`config.mk`:
```
export PLATFORM = sky130hd
export DESIGN_NAME = gpio_irq_ctrl
export DESIGN_NICKNAME = d
export VERILOG_FILES = /design/src/rtl/gpio_irq_pkg.sv /design/src/rtl/gpio_irq_ctrl_sync.sv /design/src/rtl/gpio_irq_ctrl.sv
export SDC_FILE = /design/constraint.sdc
export NUM_CORES = 1
export LEC_CHECK = 0
export BUFFER_PORTS_ARGS = -buffer_cell sky130_fd_sc_hd__buf_2
export CAP_MARGIN = 40
export CORE_MARGIN = 1
export CORE_UTILIZATION = 55
export CTS_CLUSTER_DIAMETER = 100
export CTS_CLUSTER_SIZE = 8
export DETAILED_ROUTE_END_ITERATION = 10
export GPL_TIMING_DRIVEN = 0
export PLACE_DENSITY = 0.79
export SYNTH_ARGS = -nofsm -noshare
export SYNTH_HDL_FRONTEND = slang
export SYNTH_HIERARCHICAL = 1
export SYNTH_SLANG_ARGS = --single-unit
```
`constraint.sdc`:
```
create_clock -name clk -period 2.65 [get_ports clk]
set_input_delay 0.1325 -clock clk [delete_from_list [all_inputs] [get_ports clk]]
set_output_delay 0.1325 -clock clk [all_outputs]
set_load 0.005 [all_outputs]
```
`src/rtl/gpio_irq_pkg.sv`:
```
// Shared definitions for the GPIO interrupt controller: register offsets and
// interrupt mode encodings.
package gpio_irq_pkg;

  localparam int ADDR_DEC_W = 8;

  localparam logic [ADDR_DEC_W-1:0] OFF_DATA     = 8'h00;
  localparam logic [ADDR_DEC_W-1:0] OFF_DIR      = 8'h04;
  localparam logic [ADDR_DEC_W-1:0] OFF_READ     = 8'h08;
  localparam logic [ADDR_DEC_W-1:0] OFF_SET      = 8'h0C;
  localparam logic [ADDR_DEC_W-1:0] OFF_CLR      = 8'h10;
  localparam logic [ADDR_DEC_W-1:0] OFF_TGL      = 8'h14;
  localparam logic [ADDR_DEC_W-1:0] OFF_IRQ_EN   = 8'h18;
  localparam logic [ADDR_DEC_W-1:0] OFF_IRQ_TYPE = 8'h1C;
  localparam logic [ADDR_DEC_W-1:0] OFF_IRQ_POL  = 8'h20;
  localparam logic [ADDR_DEC_W-1:0] OFF_IRQ_STAT = 8'h24;

  typedef enum logic {
    IRQ_LEVEL = 1'b0,
    IRQ_EDGE  = 1'b1
  } irq_type_e;

  typedef enum logic {
    IRQ_POL_LOW  = 1'b0,
    IRQ_POL_HIGH = 1'b1
  } irq_pol_e;

endpackage

```
`src/rtl/gpio_irq_ctrl_sync.sv`:
```
// Multi-stage synchroniser for asynchronous pad inputs; every stage resets to 0.
module gpio_sync #(
  parameter int WIDTH       = 32,
  parameter int SYNC_STAGES = 2
) (
  input  logic             clk,
  input  logic             rst_n,
  input  logic [WIDTH-1:0] i_d,
  output logic [WIDTH-1:0] o_q
);

  logic [WIDTH-1:0] r_stage [SYNC_STAGES];

  // NOTE: this flop array must reset (not left uninitialised like a RAM) so a
  // pin held high at reset release is seen as a clean rising edge.
  always_ff @(posedge clk or negedge rst_n) begin
    if (!rst_n) begin
      for (int s = 0; s < SYNC_STAGES; s++) r_stage[s] <= '0;
    end else begin
      // NOTE: non-blocking assignments make each stage take the previous
      // stage's old value, giving a true shift chain.
      r_stage[0] <= i_d;
      for (int s = 1; s < SYNC_STAGES; s++) r_stage[s] <= r_stage[s-1];
    end
  end

  assign o_q = r_stage[SYNC_STAGES-1];

endmodule

```
`src/rtl/gpio_irq_ctrl.sv`:
```
// GPIO controller: register file with atomic set/clear/toggle, synchronised
// inputs and a per-pin level/edge interrupt engine with W1C status.
module gpio_irq_ctrl
  import gpio_irq_pkg::*;
#(
  parameter int WIDTH       = 32,
  parameter int SYNC_STAGES = 2
) (
  input  logic             clk,
  input  logic             rst_n,
  input  logic             bus_valid,
  input  logic             bus_we,
  input  logic [31:0]      bus_addr,
  input  logic [31:0]      bus_wdata,
  output logic [31:0]      bus_rdata,
  input  logic [WIDTH-1:0] gpio_in,
  output logic [WIDTH-1:0] gpio_out,
  output logic [WIDTH-1:0] gpio_oe,
  output logic             irq
);

  logic [WIDTH-1:0] r_data, r_dir, r_irq_en, r_irq_type, r_irq_pol, r_irq_stat;
  logic [WIDTH-1:0] r_in_prev;

  logic [WIDTH-1:0]      w_in_sync, w_wdata, w_w1c, w_event, w_rd_sel;
  logic [WIDTH-1:0]      w_edge, w_pol_match;
  logic [ADDR_DEC_W-1:0] w_addr;
  logic                  w_wr;
  logic                  w_unused;

  gpio_sync #(
    .WIDTH       (WIDTH),
    .SYNC_STAGES (SYNC_STAGES)
  ) u_sync (
    .clk   (clk),
    .rst_n (rst_n),
    .i_d   (gpio_in),
    .o_q   (w_in_sync)
  );

  assign w_addr   = bus_addr[ADDR_DEC_W-1:0];
  assign w_wdata  = bus_wdata[WIDTH-1:0];
  assign w_wr     = bus_valid & bus_we;
  assign w_w1c    = (w_wr && w_addr == OFF_IRQ_STAT) ? w_wdata : '0;
  assign w_unused = ^{bus_addr[31:ADDR_DEC_W], bus_wdata};

  assign w_edge = w_in_sync ^ r_in_prev;

  always_comb begin
    w_pol_match = '0;
    w_event     = '0;
    for (int i = 0; i < WIDTH; i++) begin
      w_pol_match[i] = (w_in_sync[i] == (irq_pol_e'(r_irq_pol[i]) == IRQ_POL_HIGH));
      case (irq_type_e'(r_irq_type[i]))
        IRQ_LEVEL: w_event[i] = w_pol_match[i];
        IRQ_EDGE:  w_event[i] = w_pol_match[i] & w_edge[i];
        default:   w_event[i] = 1'b0;
      endcase
    end
    w_event = w_event & ~r_dir;
  end

  always_ff @(posedge clk or negedge rst_n) begin
    if (!rst_n) begin
      r_data     <= '0;
      r_dir      <= '0;
      r_irq_en   <= '0;
      r_irq_type <= '0;
      r_irq_pol  <= '0;
      r_irq_stat <= '0;
      r_in_prev  <= '0;
    end else begin
      r_in_prev  <= w_in_sync;
      // A new event outranks a same-cycle W1C on that bit.
      r_irq_stat <= (r_irq_stat & ~w_w1c) | w_event;
      if (w_wr) begin
        case (w_addr)
          OFF_DATA:     r_data     <= w_wdata;
          OFF_DIR:      r_dir      <= w_wdata;
          OFF_SET:      r_data     <= r_data | w_wdata;
          OFF_CLR:      r_data     <= r_data & ~w_wdata;
          OFF_TGL:      r_data     <= r_data ^ w_wdata;
          OFF_IRQ_EN:   r_irq_en   <= w_wdata;
          OFF_IRQ_TYPE: r_irq_type <= w_wdata;
          OFF_IRQ_POL:  r_irq_pol  <= w_wdata;
          default: ;
        endcase
      end
    end
  end

  // NOTE: every output of this block gets a default first, so no path can
  // leave a value held and infer a latch.
  always_comb begin
    w_rd_sel  = '0;
    bus_rdata = '0;
    case (w_addr)
      OFF_DATA:     w_rd_sel = r_data;
      OFF_DIR:      w_rd_sel = r_dir;
      OFF_READ:     w_rd_sel = (r_dir & r_data) | (~r_dir & w_in_sync);
      OFF_IRQ_EN:   w_rd_sel = r_irq_en;
      OFF_IRQ_TYPE: w_rd_sel = r_irq_type;
      OFF_IRQ_POL:  w_rd_sel = r_irq_pol;
      OFF_IRQ_STAT: w_rd_sel = r_irq_stat;
      default:      w_rd_sel = '0;
    endcase
    bus_rdata[WIDTH-1:0] = w_rd_sel;
  end

  assign gpio_out = r_data & r_dir;
  assign gpio_oe  = r_dir;
  assign irq      = |(r_irq_stat & r_irq_en);

endmodule

```
Word-level counts from Yosys, hierarchy flattened
Cells that the tools add are included.

operators by class
  equal/unequal tests = 41
  reductions and logical operators = 9
  mux-type cells = 35
  bitwise operators = 79

operators by type and width
  cell                  number
  $pmux W32 S7          1
  $and A32 B32 Y32      6
  $pmux W32 S4          1
  $not A32 Y32          3
  $or A32 B32 Y32       3
  $pmux W1 S2           32
  $xor A32 B32 Y32      2
  $and A1 B1 Y1         33
  $eq A1 B1 Y1          32
  $eq A8 B5 Y1 const B  4
  $mux W32              1
  $not A1 Y1            32
  $reduce_or A32 Y1     1
  $eq A8 B4 Y1 const B  2
  $eq A8 B6 Y1 const B  2
  $reduce_and A2 Y1     5
  $eq A8 B3 Y1 const B  1
  $logic_not A8 Y1      1
  $reduce_bool A4 Y1    1
  $logic_and A1 B1 Y1   1

storage, ports and cells
  logic and storage cells = 173
  register bits after elaboration = 288
  output and inout port bits = 97
  bits of input ports = 100

Logic depth before layout (Yosys ltp)
Gate-level depths: netlist of run 1.

  word-level depth = 6
  gate-level depth with buffers = 7
  gate-level depth less buffers = 6

Modules after synthesis
The synthesis of run 1 kept the hierarchy.

by module, submodules not included
  module         cells an instance  sequential area each (um^2)  area an instance (um^2)  instances
  gpio_irq_ctrl  1,244              5,605.4                      13,216.4                 1
  gpio_sync      96                 1,601.5                      1,841.8                  1

Worst setup path before layout of run 1
Ideal clock, no wire load.

  kind = input to register
  start = input port bus_addr[0]
  end = register r_dir[10], in the netlist gpio_oe[10]
  cell stages on the path = 6
  buffers on the path = 3
  required time = 2.525 ns
  arrival = 1.821 ns
  setup slack = 0.704 ns
  library setup time = 0.125 ns
  cell sequence = buf_2 -> or4b_1 -> buf_2 -> nor3_4 -> buf_6 -> mux2_2

on the way
  longest elaborated chain between the ends = 2

RTL lines
  element                      RTL line             RTL
  start, declared              gpio_irq_ctrl.sv:13  input logic [31:0] bus_addr,
  $eq A8 B3 Y1                 gpio_irq_ctrl.sv:77  case (w_addr)
  $reduce_and A2 Y1 (no line)  --
  end signal, assigned         gpio_irq_ctrl.sv:79  OFF_DIR: r_dir <= w_wdata;
  end, declared                gpio_irq_ctrl.sv:22  logic [WIDTH-1:0] r_data, r_dir, r_irq_en, r_irq_type, r_irq_pol, r_irq_stat;

Every way passes these cells.
A chain may end at the register's enable or synchronous reset.

Worst setup path in the final report of run 1
  start = input port bus_addr[0]
  end = output port bus_rdata[21]

on the way
  longest elaborated chain between the ends = 2
  elaborated cells on any way between the ends = 8
  classes of those cells = 6 x eq/ne; 1 x mux; 1 x reduce/logical

RTL lines
  element                                     RTL line             RTL
  $eq A8 B6 Y1, or another cell as far along  gpio_irq_ctrl.sv:97  case (w_addr)
  $pmux W32 S7 *                              gpio_irq_ctrl.sv:97
  end, declared                               gpio_irq_ctrl.sv:15  output logic [31:0] bus_rdata,

Every way passes the cells marked *; elsewhere a longest branch is shown, timed or not.

==> results.sh, run 1 <==
export IMPL_status="complete, but fails checks"
export IMPL_violations="negative setup slack"
export IMPL_fin_nets=1788
export IMPL_ys_top_cells_by_area="dfrtp_1 (48%), mux2_2 (9.7%), mux2i_1 (8.3%), ha_1 (5.3%), inv_1 (2.6%)"
export IMPL_critPathBufInv=3
export IMPL_start_util_pct=56.0
export IMPL_grt_total_usage_pct=34.4
export IMPL_holdPathEnd="r_data[1]$_DFFE_PN0P_"
export IMPL_firstDrtPassIters=6
export IMPL_worstPathArrival_ps=2520
export IMPL_powerDensity_mw_per_mm2=577
export IMPL_synth_most_common_cell="dfrtp_1"
export IMPL_worst_slack_ps=-3.20
export IMPL_cp_common_cell="buf_2"
export IMPL_regArea_mm2=0.00721
export IMPL_ys_seq_area_share_pct=47.9
export IMPL_drv_slew=0
export IMPL_fill_cells=1967
export IMPL_rsz0062_at_grt="false"
export IMPL_worst_slew_pin_slew_ps=1000
export IMPL_cp_end_kind="output pin"
export IMPL_cts_inserted_buffers=41
export IMPL_num_vias=12700
export IMPL_drtAntennaViolNets=0
export IMPL_clkTransAtPathRegs_ps=50
export IMPL_critPathLaunchType="primary input"
export IMPL_slew_headroom_pct=33.0
export IMPL_coreArea_mm2=0.0269
export IMPL_hold_viol=0
export IMPL_clock_skew_ps=14.1
export IMPL_routabilityCongestion=0.942
export IMPL_syn_avg_cell_area_um2=11.2
export IMPL_die_h_um=167
export IMPL_min_period_ps=2650
export IMPL_rows=60
export IMPL_clock_sinks=288
export IMPL_multiInputGateArea_mm2=0.00692
export IMPL_leakage_nw=8.77
export IMPL_regToRegEndpoint="r_data[18]$_DFFE_PN0P_"
export IMPL_rr_startpoint="r_data[18]$_DFFE_PN0P_"
export IMPL_cts_root_buf="clkbuf_16"
export IMPL_maxCapViolations=0
export IMPL_synth_top_area_share_pct=47.9
export IMPL_critPathKind="primary input to output pin"
export IMPL_vdd_ir_drop_max_mv=0.563
export IMPL_setup_violations_final=1
export IMPL_path_cells="buf_2, nor3b_1, nand2_2, clkbuf_2, o221ai_1, buf_2"
export IMPL_dp_slack_ps=-495
export IMPL_syn_num_nets=1504
export IMPL_path_depth=6
export IMPL_synth_area_mm2=0.0151
export IMPL_drc=0
export IMPL_overflow=0
export IMPL_yosys_warnings=6
export IMPL_r2r_slack_ps=1060
export IMPL_grt_max_degree=116
export IMPL_ys_types=47
export IMPL_clk_latency_ps=530
export IMPL_portBuffers=166
export IMPL_min_path_type="primary input to register"
export IMPL_critical_path_max_fanout=10
export IMPL_dp_hpwl_mm=31.9
export IMPL_finalPower_mw=10.5
export IMPL_drive_gt1_share_pct=27.0
export IMPL_maxClockFrequency_mhz=377
export IMPL_synth_edff_count=0
export IMPL_vias_per_cell=6.45
export IMPL_ys_async_sr_fraction_pct=100
export IMPL_ys_seq_elements=288
export IMPL_slowest_stage="nor3b_1"
export IMPL_area_delta_synth_final_pct=21.3
export IMPL_reg2regPathDepth=6
export IMPL_dieArea_mm2=0.0280
export IMPL_hold_ws_ps=104
export IMPL_fin_crit_sh_pct=100
export IMPL_min_path_cells=3
export IMPL_synth_commonest_cells="dfrtp_1 (288), mux2_2 (130), mux2i_1 (125), inv_1 (103), nand2_1 (93)"
export IMPL_die_w_um=167
export IMPL_htreeDepth=2
export IMPL_io_pins=197
export IMPL_synth_main_ff_cell="dfrtp_1"
export IMPL_max_stage_delay_ps=710
export IMPL_antenna_found_initial=4
export IMPL_synth_top_cell_by_area="dfrtp_1"
export IMPL_grt_pass1_vias=12800
export IMPL_netlist_instances=1340
export IMPL_min_delay_start="bus_addr[5]"
export IMPL_wl_per_cell_um=24.4
export IMPL_dr_first_iter_drc_count=1521
export IMPL_wirelength_mm=48.0
export IMPL_path_delay_family="simple AND/OR/NAND/NOR gates"
export IMPL_tritoncts="yes"
export IMPL_critical_path_required_ps=2520
export IMPL_grt_pass1_wl_mm=73.2
export IMPL_ctsLongestPathBuffers=3
[metal layers]
metal / vias up / wire [µm] / global-route usage, %
met1: 6280 / 18100 / 43.2
met3: 201 / 5220 / 9.38
li1: 5380 / - / -
met5: - / 0 / 0
met4: 0 / 2810 / 20.1
met2: 849 / 21800 / 53.5
[placed cells by master, fill, tap and decap left out, drive strengths merged, types with 8 or more instances in the layout]
cell / Yosys / final
a221o: 11 / 11
dfrtp: 288 / 288
a21oi: 12 / 12
a221oi: 35 / 35
a31oi: 36 / 36
inv: 103 / 104
nor3: 72 / 72
ha: 64 / 64
and2: 25 / 25
mux2i: 125 / 125
dlygate4sd3: 0 / 65
nand3: 8 / 8
o21ai: 17 / 17
nand2: 93 / 93
o2bb2ai: 34 / 34
a22oi: 30 / 30
nor2b: 38 / 38
clkbuf: 30 / 74
mux2: 140 / 140
o22ai: 16 / 16
buf: 71 / 245
nor2: 27 / 27
o221ai: 10 / 10
[worst register-to-register path, stage by stage (launching register included)]
cell	delay [ps]
dfrtp_1	390
inv_1	150
ha_1	250
mux2i_1	150
nor3_1	60
a221oi_1	300
mux2i_1	140
[sequential cells by signal, summed over array words and instances, names as in the netlist]
register	cells
r_irq_pol	32
r_irq_stat	32
r_in_prev	32
u_sync/r_stage	32
r_data	32
r_irq_type	32
u_sync/o_q	32
r_irq_en	32
gpio_oe	32
[where the power goes]
part	internal [mW]	total, mW	switching, mW	leakage (nW)
Sequential	4.58	4.75	0.164	3.45
Combinational	0.495	1.13	0.635	4.78
Clock	2.82	4.66	1.84	0.534
Total	7.90	10.5	2.63	8.77
[worst max path at each step]
stage,start,endpoint,slack (ps)
2_1_floorplan,bus_addr[0],gpio_oe[10]$_DFFE_PN0P_,700
3_3_place_gp,rst_n,gpio_oe[13]$_DFFE_PN0P_,-3950
3_5_place_dp,bus_addr[7],bus_rdata[21],-500
4_1_cts,bus_addr[7],bus_rdata[19],3
5_1_grt,bus_addr[7],bus_rdata[19],0.4
6_report,bus_addr[0],bus_rdata[21],-3
[kinds of logic after synthesis]
logic type	count (synthesis)	synth area share, %
AOI/OAI and AO/OA	220	11.1
xor gates and xnor gates	1	0.0582
adders and majority gates	64	5.32
buffers and inverters	204	6.41
DFF	288	47.9
muxes	267	19.1
and+or+nand+nor	296	10.2
[through the flow]
step	cell area [µm²]	setup TNS, ps	utilization [%]	instances
final	18300	-3.20	67.9	1970
after global routing	18300	0	67.9	1969
after CTS	18200	0	67.8	1966
after detailed placement	16500	-6280	61.3	1858
after global placement	16300	-1134610	60.7	1847
after floorplan	15100	0	-	1340
[layout make-up]
type                       count  share of cell area (%)
clock inverter                 1                  0.0480
antenna                        4                  0.0548
inverter                     103                    2.12
timing repair buffer         242                    8.95
buffer                       100                    3.25
sequential                   288                    39.5
multi-input combinational    848                    37.9
clock buffer                  43                    5.89
tap                          341                    2.34
[repair_timing]
item                                    in CTS  in global routing
endpoints found under the hold margin      253                  0
buffers inserted                             0                  0
resized for setup                            7                 12
hold buffers                                65                  0
endpoints found under the setup margin      23                 16
(Power assumes the default switching activity.)
==> run 2, diff against run 1 <==
- SETUP_SLACK_MARGIN: default -> 0.3
==> run 2 against run 1 <==
  * The flow now finishes without violations
  * Combinational power is essentially flat
  * Power grew 0.11%
  * Sequential power is essentially flat
  * Critical path depth grew 1
  * Via count is essentially flat
  * Cell area grew 0.42%
  * Critical path type unchanged
  * Highest routed layer unchanged
==> results.sh, run 2 (same netlist as run 1, synthesis figures left out) <==
export IMPL_drv_slew=0
export IMPL_critPathKind="primary input to output pin"
export IMPL_grt_pass1_wl_mm=73.3
export IMPL_setup_violations_final=0
export IMPL_cp_end_kind="output pin"
export IMPL_wirelength_mm=48.0
export IMPL_rsz0062_at_grt="true"
export IMPL_dr_first_iter_drc_count=1449
export IMPL_powerDensity_mw_per_mm2=575
export IMPL_leakage_nw=8.82
export IMPL_setup_tns_ps=0
export IMPL_fin_nets=1791
export IMPL_fill_cells=1952
export IMPL_die_h_um=167
export IMPL_regToRegEndpoint="r_data[18]$_DFFE_PN0P_"
export IMPL_dp_slack_ps=-495
export IMPL_overflow=0
export IMPL_clock_sinks=288
export IMPL_critPathLaunchType="primary input"
export IMPL_vdd_ir_drop_max_mv=0.566
export IMPL_grt_pass1_vias=12700
export IMPL_min_delay_start="bus_we"
export IMPL_vias_per_cell=6.44
export IMPL_worstPathArrival_ps=2240
export IMPL_drtAntennaViolNets=0
export IMPL_layout_common_cells="dfrtp_1 (288), buf_2 (192), mux2_2 (130), mux2i_1 (125), inv_1 (103)"
export IMPL_tritoncts="yes"
export IMPL_clock_skew_ps=14.9
export IMPL_hold_viol=0
export IMPL_dp_hpwl_mm=31.9
export IMPL_critPathCapture="bus_rdata[21]"
export IMPL_grt_max_degree=116
export IMPL_area_delta_synth_final_pct=21.8
export IMPL_min_path_type="primary input to register"
export IMPL_critical_path_max_fanout=10
export IMPL_cts_root_buf="clkbuf_16"
export IMPL_firstDrtPassIters=6
export IMPL_grt_total_usage_pct=34.4
export IMPL_fin_crit_sh_pct=89.5
export IMPL_drive_gt1_share_pct=27.9
export IMPL_maxClockFrequency_mhz=422
export IMPL_portBuffers=166
export IMPL_rows=60
export IMPL_worst_slew_pin_slew_ps=952
export IMPL_reg2regPathDepth=6
export IMPL_routabilityCongestion=0.942
export IMPL_critPathLaunch="bus_addr[7]"
export IMPL_clk_latency_ps=530
export IMPL_num_vias=12700
export IMPL_critical_path_required_ps=2520
export IMPL_drc=0
export IMPL_ctsLongestPathBuffers=3
export IMPL_min_period_ps=2370
export IMPL_worst_slack_ps=279
export IMPL_coreArea_mm2=0.0269
export IMPL_r2r_slack_ps=1010
export IMPL_clkTransAtPathRegs_ps=50
export IMPL_slew_headroom_pct=36.4
export IMPL_io_pins=197
export IMPL_die_w_um=167
export IMPL_status="complete, no violations"
export IMPL_maxCapViolations=0
export IMPL_htreeDepth=2
export IMPL_antenna_found_initial=4
export IMPL_start_util_pct=56.0
export IMPL_wl_per_cell_um=24.3
export IMPL_layout_commonest_cell="dfrtp_1"
export IMPL_cts_inserted_buffers=41
export IMPL_finalPower_mw=10.5
export IMPL_dieArea_mm2=0.0280
export IMPL_rr_startpoint="r_data[18]$_DFFE_PN0P_"
-- run 2: cell types whose count changed in the layout (fill, tap and decap cells not counted), sizes merged --
cell           change
clkdlybuf4s15      -1
buf                +4
-- run 2: per-layer routing --
metal,share of wire (%),vias up,wire (µm),global-route usage [%]
met2,45,854,21800,53.8
met4,6.1,0,2930,19.1
met1,37,6260,18000,43.1
met5,0,-,0,0
li1,-,5381,-,-
met3,11,209,5340,9.67
-- run 2: worst max-delay path, cell delays in order --
cell	delay, ps
clkbuf_1	230
nor4b_2	440
clkbuf_4	350
nand2_4	190
clkbuf_4	320
o221ai_1	370
buf_2	190
-- run 2: cell type report --
class,instances,area [µm²],area share [%]
diodes,4,10.0,0.0546
clock buffers,43,1080,5.87
clock inverters,1,8.76,0.0478
repair buffers,244,1650,9.01
multi-input cells,848,6960,38.0
well taps,341,427,2.33
flip-flops and latches,288,7210,39.3
plain buffers,101,608,3.32
inverters,103,387,2.11
-- run 2: worst min path at each step --
stage / endpoint / slack [ps] / depth (start not counted)
6_report: r_irq_type[0]$_DFFE_PN0P_ / 110 / 3
3_3_place_gp: u_sync/r_stage[41]$_DFF_PN0_ / 240 / 1
2_1_floorplan: gpio_oe[0]$_DFFE_PN0P_ / -160 / 0
4_1_cts: r_irq_type[0]$_DFFE_PN0P_ / 100 / 3
3_5_place_dp: u_sync/r_stage[55]$_DFF_PN0_ / 130 / 1
5_1_grt: r_irq_type[0]$_DFFE_PN0P_ / 120 / 3
-- run 2: through the flow --
step | hold slack, ps | instances | cell area (µm²) | utilization, %
detailed placement | 128 | 1858 | 16500 | 61.3
global placement | 240 | 1847 | 16300 | 60.7
global route | 118 | 1972 | 18300 | 68.2
floorplan | -163 | 1340 | 15100 | -
CTS | 100 | 1967 | 18300 | 68.0
finish | 111 | 1973 | 18300 | 68.2
-- run 2: power breakdown --
| part | internal (mW) | switching, mW | leakage, nW |
|---|---|---|---|
| combinational | 0.499 | 0.635 | 4.83 |
| sequential | 4.58 | 0.165 | 3.45 |
| clock | 2.82 | 1.84 | 0.534 |
-- run 2: what timing repair did --
action	4_1_cts	5_1_grt
hold buffers	65	0
endpoints found under the hold margin	253	0
setup endpoints to repair	30	31
resized for setup	23	14
setup buffers	0	1
pin swaps	0	1
==> run 3, diff against run 2 <==
- MAX_ROUTING_LAYER: default -> met4
==> run 3 against run 2 <==
  * Final cell count is the same
  * Sequential share of layout area unchanged
  * Via count shrank 0.11%
  * Combinational power is essentially flat
  * Worst hold slack better by 12 ps
  * Critical path depth unchanged
  * Core utilization stayed put
  * Flip-flop and latch count stayed put
  * Cell area unchanged
  * Clock power is essentially flat
  * Register-to-register slack lost 20 ps
  * Critical endpoint is now bus_rdata[29]
==> results.sh, run 3 (same netlist as run 1, synthesis figures left out) <==
export IMPL_finalPower_mw=10.6
export IMPL_layout_common_cells="dfrtp_1 (288), buf_2 (191), mux2_2 (130), mux2i_1 (125), inv_1 (103)"
export IMPL_maxClockFrequency_mhz=413
export IMPL_area_delta_synth_final_pct=21.8
export IMPL_rsz0062_at_grt="true"
export IMPL_cts_root_buf="clkbuf_16"
export IMPL_slew_headroom_pct=34.4
export IMPL_dp_slack_ps=-396
export IMPL_critical_path_max_fanout=10
export IMPL_dp_hpwl_mm=31.8
export IMPL_grt_pass1_vias=12900
export IMPL_rows=60
export IMPL_maxCapViolations=0
export IMPL_firstDrtPassIters=5
export IMPL_min_path_type="primary input to register"
export IMPL_io_pins=197
export IMPL_grt_pass1_wl_mm=73.4
export IMPL_critPathKind="primary input to output pin"
export IMPL_die_w_um=167
export IMPL_clk_latency_ps=530
export IMPL_cts_inserted_buffers=41
export IMPL_powerDensity_mw_per_mm2=575
export IMPL_die_h_um=167
export IMPL_setup_violations_final=0
export IMPL_dieArea_mm2=0.0280
export IMPL_dp_cells=1859
export IMPL_layout_commonest_cell="dfrtp_1"
export IMPL_leakage_nw=8.80
export IMPL_slowest_stage="nor4b_2"
export IMPL_drc=0
export IMPL_hold_ws_ps=123
export IMPL_wl_per_cell_um=24.2
export IMPL_start_util_pct=56.0
export IMPL_routabilityCongestion=0.958
export IMPL_clkTransAtPathRegs_ps=50
export IMPL_clock_sinks=288
export IMPL_critPathBufInv=4
export IMPL_fill_cells=1969
export IMPL_vias_per_cell=6.43
export IMPL_status="complete, no violations"
export IMPL_hold_viol=0
export IMPL_num_vias=12700
export IMPL_htreeDepth=2
export IMPL_fin_crit_sh_pct=91.4
export IMPL_worst_slew_pin_slew_ps=981
export IMPL_grt_max_degree=123
export IMPL_tritoncts="yes"
export IMPL_final_cells=1973
export IMPL_overflow=0
export IMPL_min_period_ps=2420
export IMPL_setup_tns_ps=0
export IMPL_worst_slack_ps=229
export IMPL_cp_common_cell="clkbuf_4"
export IMPL_clock_skew_ps=14.7
export IMPL_max_stage_delay_ps=390
export IMPL_wirelength_mm=47.7
export IMPL_drtAntennaViolNets=0
export IMPL_coreArea_mm2=0.0269
export IMPL_antenna_found_initial=3
export IMPL_fin_nets=1792
export IMPL_critical_path_required_ps=2520
export IMPL_ctsLongestPathBuffers=3
export IMPL_worstPathArrival_ps=2290
export IMPL_cp_end_kind="output pin"
export IMPL_grt_total_usage_pct=35.6
export IMPL_path_delay_family="buffers and inverters"
export IMPL_drive_gt1_share_pct=27.9
export IMPL_vdd_ir_drop_max_mv=0.471
export IMPL_path_cells="clkbuf_1, nor4b_2, clkbuf_4, nand2_2, clkbuf_4, o221ai_1, buf_2"
export IMPL_portBuffers=166
export IMPL_drv_slew=0
export IMPL_dr_first_iter_drc_count=1491
export IMPL_critPathLaunchType="primary input"
==> run 3: final timing paths <==
check | startpoint | to | slack [ps] | cells after the start
min in group asynchronous | rst_n | r_irq_stat[1]$_DFF_PN0_ | 200 | 2
max reg2reg | r_data[18]$_DFFE_PN0P_ | r_data[18]$_DFFE_PN0P_ | 990 | 6
max in group asynchronous | rst_n | r_irq_pol[24]$_DFFE_PN0P_ | 1360 | 3
min | bus_we | r_irq_type[0]$_DFFE_PN0P_ | 120 | 3
min reg2reg | u_sync/r_stage[34]$_DFF_PN0_ | u_sync/o_q[2]$_DFF_PN0_ | 340 | 0
max | bus_addr[7] | bus_rdata[29] | 230 | 7
==> run 3: layer usage <==
metal / global-route usage (%) / wire length (µm)
met2: 53.1 / 21500
met3: 7.63 / 4760
met5: - / 0
met1: 44.7 / 18500
met4: 21.5 / 2970
==> run 3: stage by stage <==
step	cell area, µm²	util [%]
floorplan	15100	-
CTS	18300	68.0
global placement	16300	60.7
finish	18300	68.2
detailed placement	16500	61.4
global route	18300	68.2
==> run 3: what timing repair did <==
item / in CTS / in global routing
hold buffers: 65 / 0
cloned: 0 / 0
endpoints found under the hold margin: 272 / 0
buffers inserted: 2 / 0
setup endpoints to repair: 30 / 28
pin swaps: 0 / 0
gates resized for setup: 19 / 16
==> run 3: cell type report <==
cell class                 count  area, µm²  area share (%)
sequential                   288       7210            39.3
multi-input combinational    848       6950            37.9
timing repair buffer         245       1660            9.06
clock buffer                  43       1080            5.87
buffer                       101        608            3.32
tap                          341        427            2.33
inverter                     103        387            2.11
clock inverter                 1       8.76          0.0478
antenna                        3       7.51          0.0409
==> run 3: worst reg2reg max path, cell delays in order, from the launching register on <==
cell	delay, ps
dfrtp_1	390
inv_1	150
ha_1	270
mux2i_1	160
nor3_1	70
a221oi_1	340
mux2i_1	140
==> run 3: report_power, final <==
| group | internal, mW | total (mW) | switching, mW | leakage, nW |
|---|---|---|---|---|
| logic | 0.499 | 1.14 | 0.636 | 4.81 |
| clock network | 2.83 | 4.67 | 1.84 | 0.534 |
| registers | 4.58 | 4.75 | 0.165 | 3.45 |
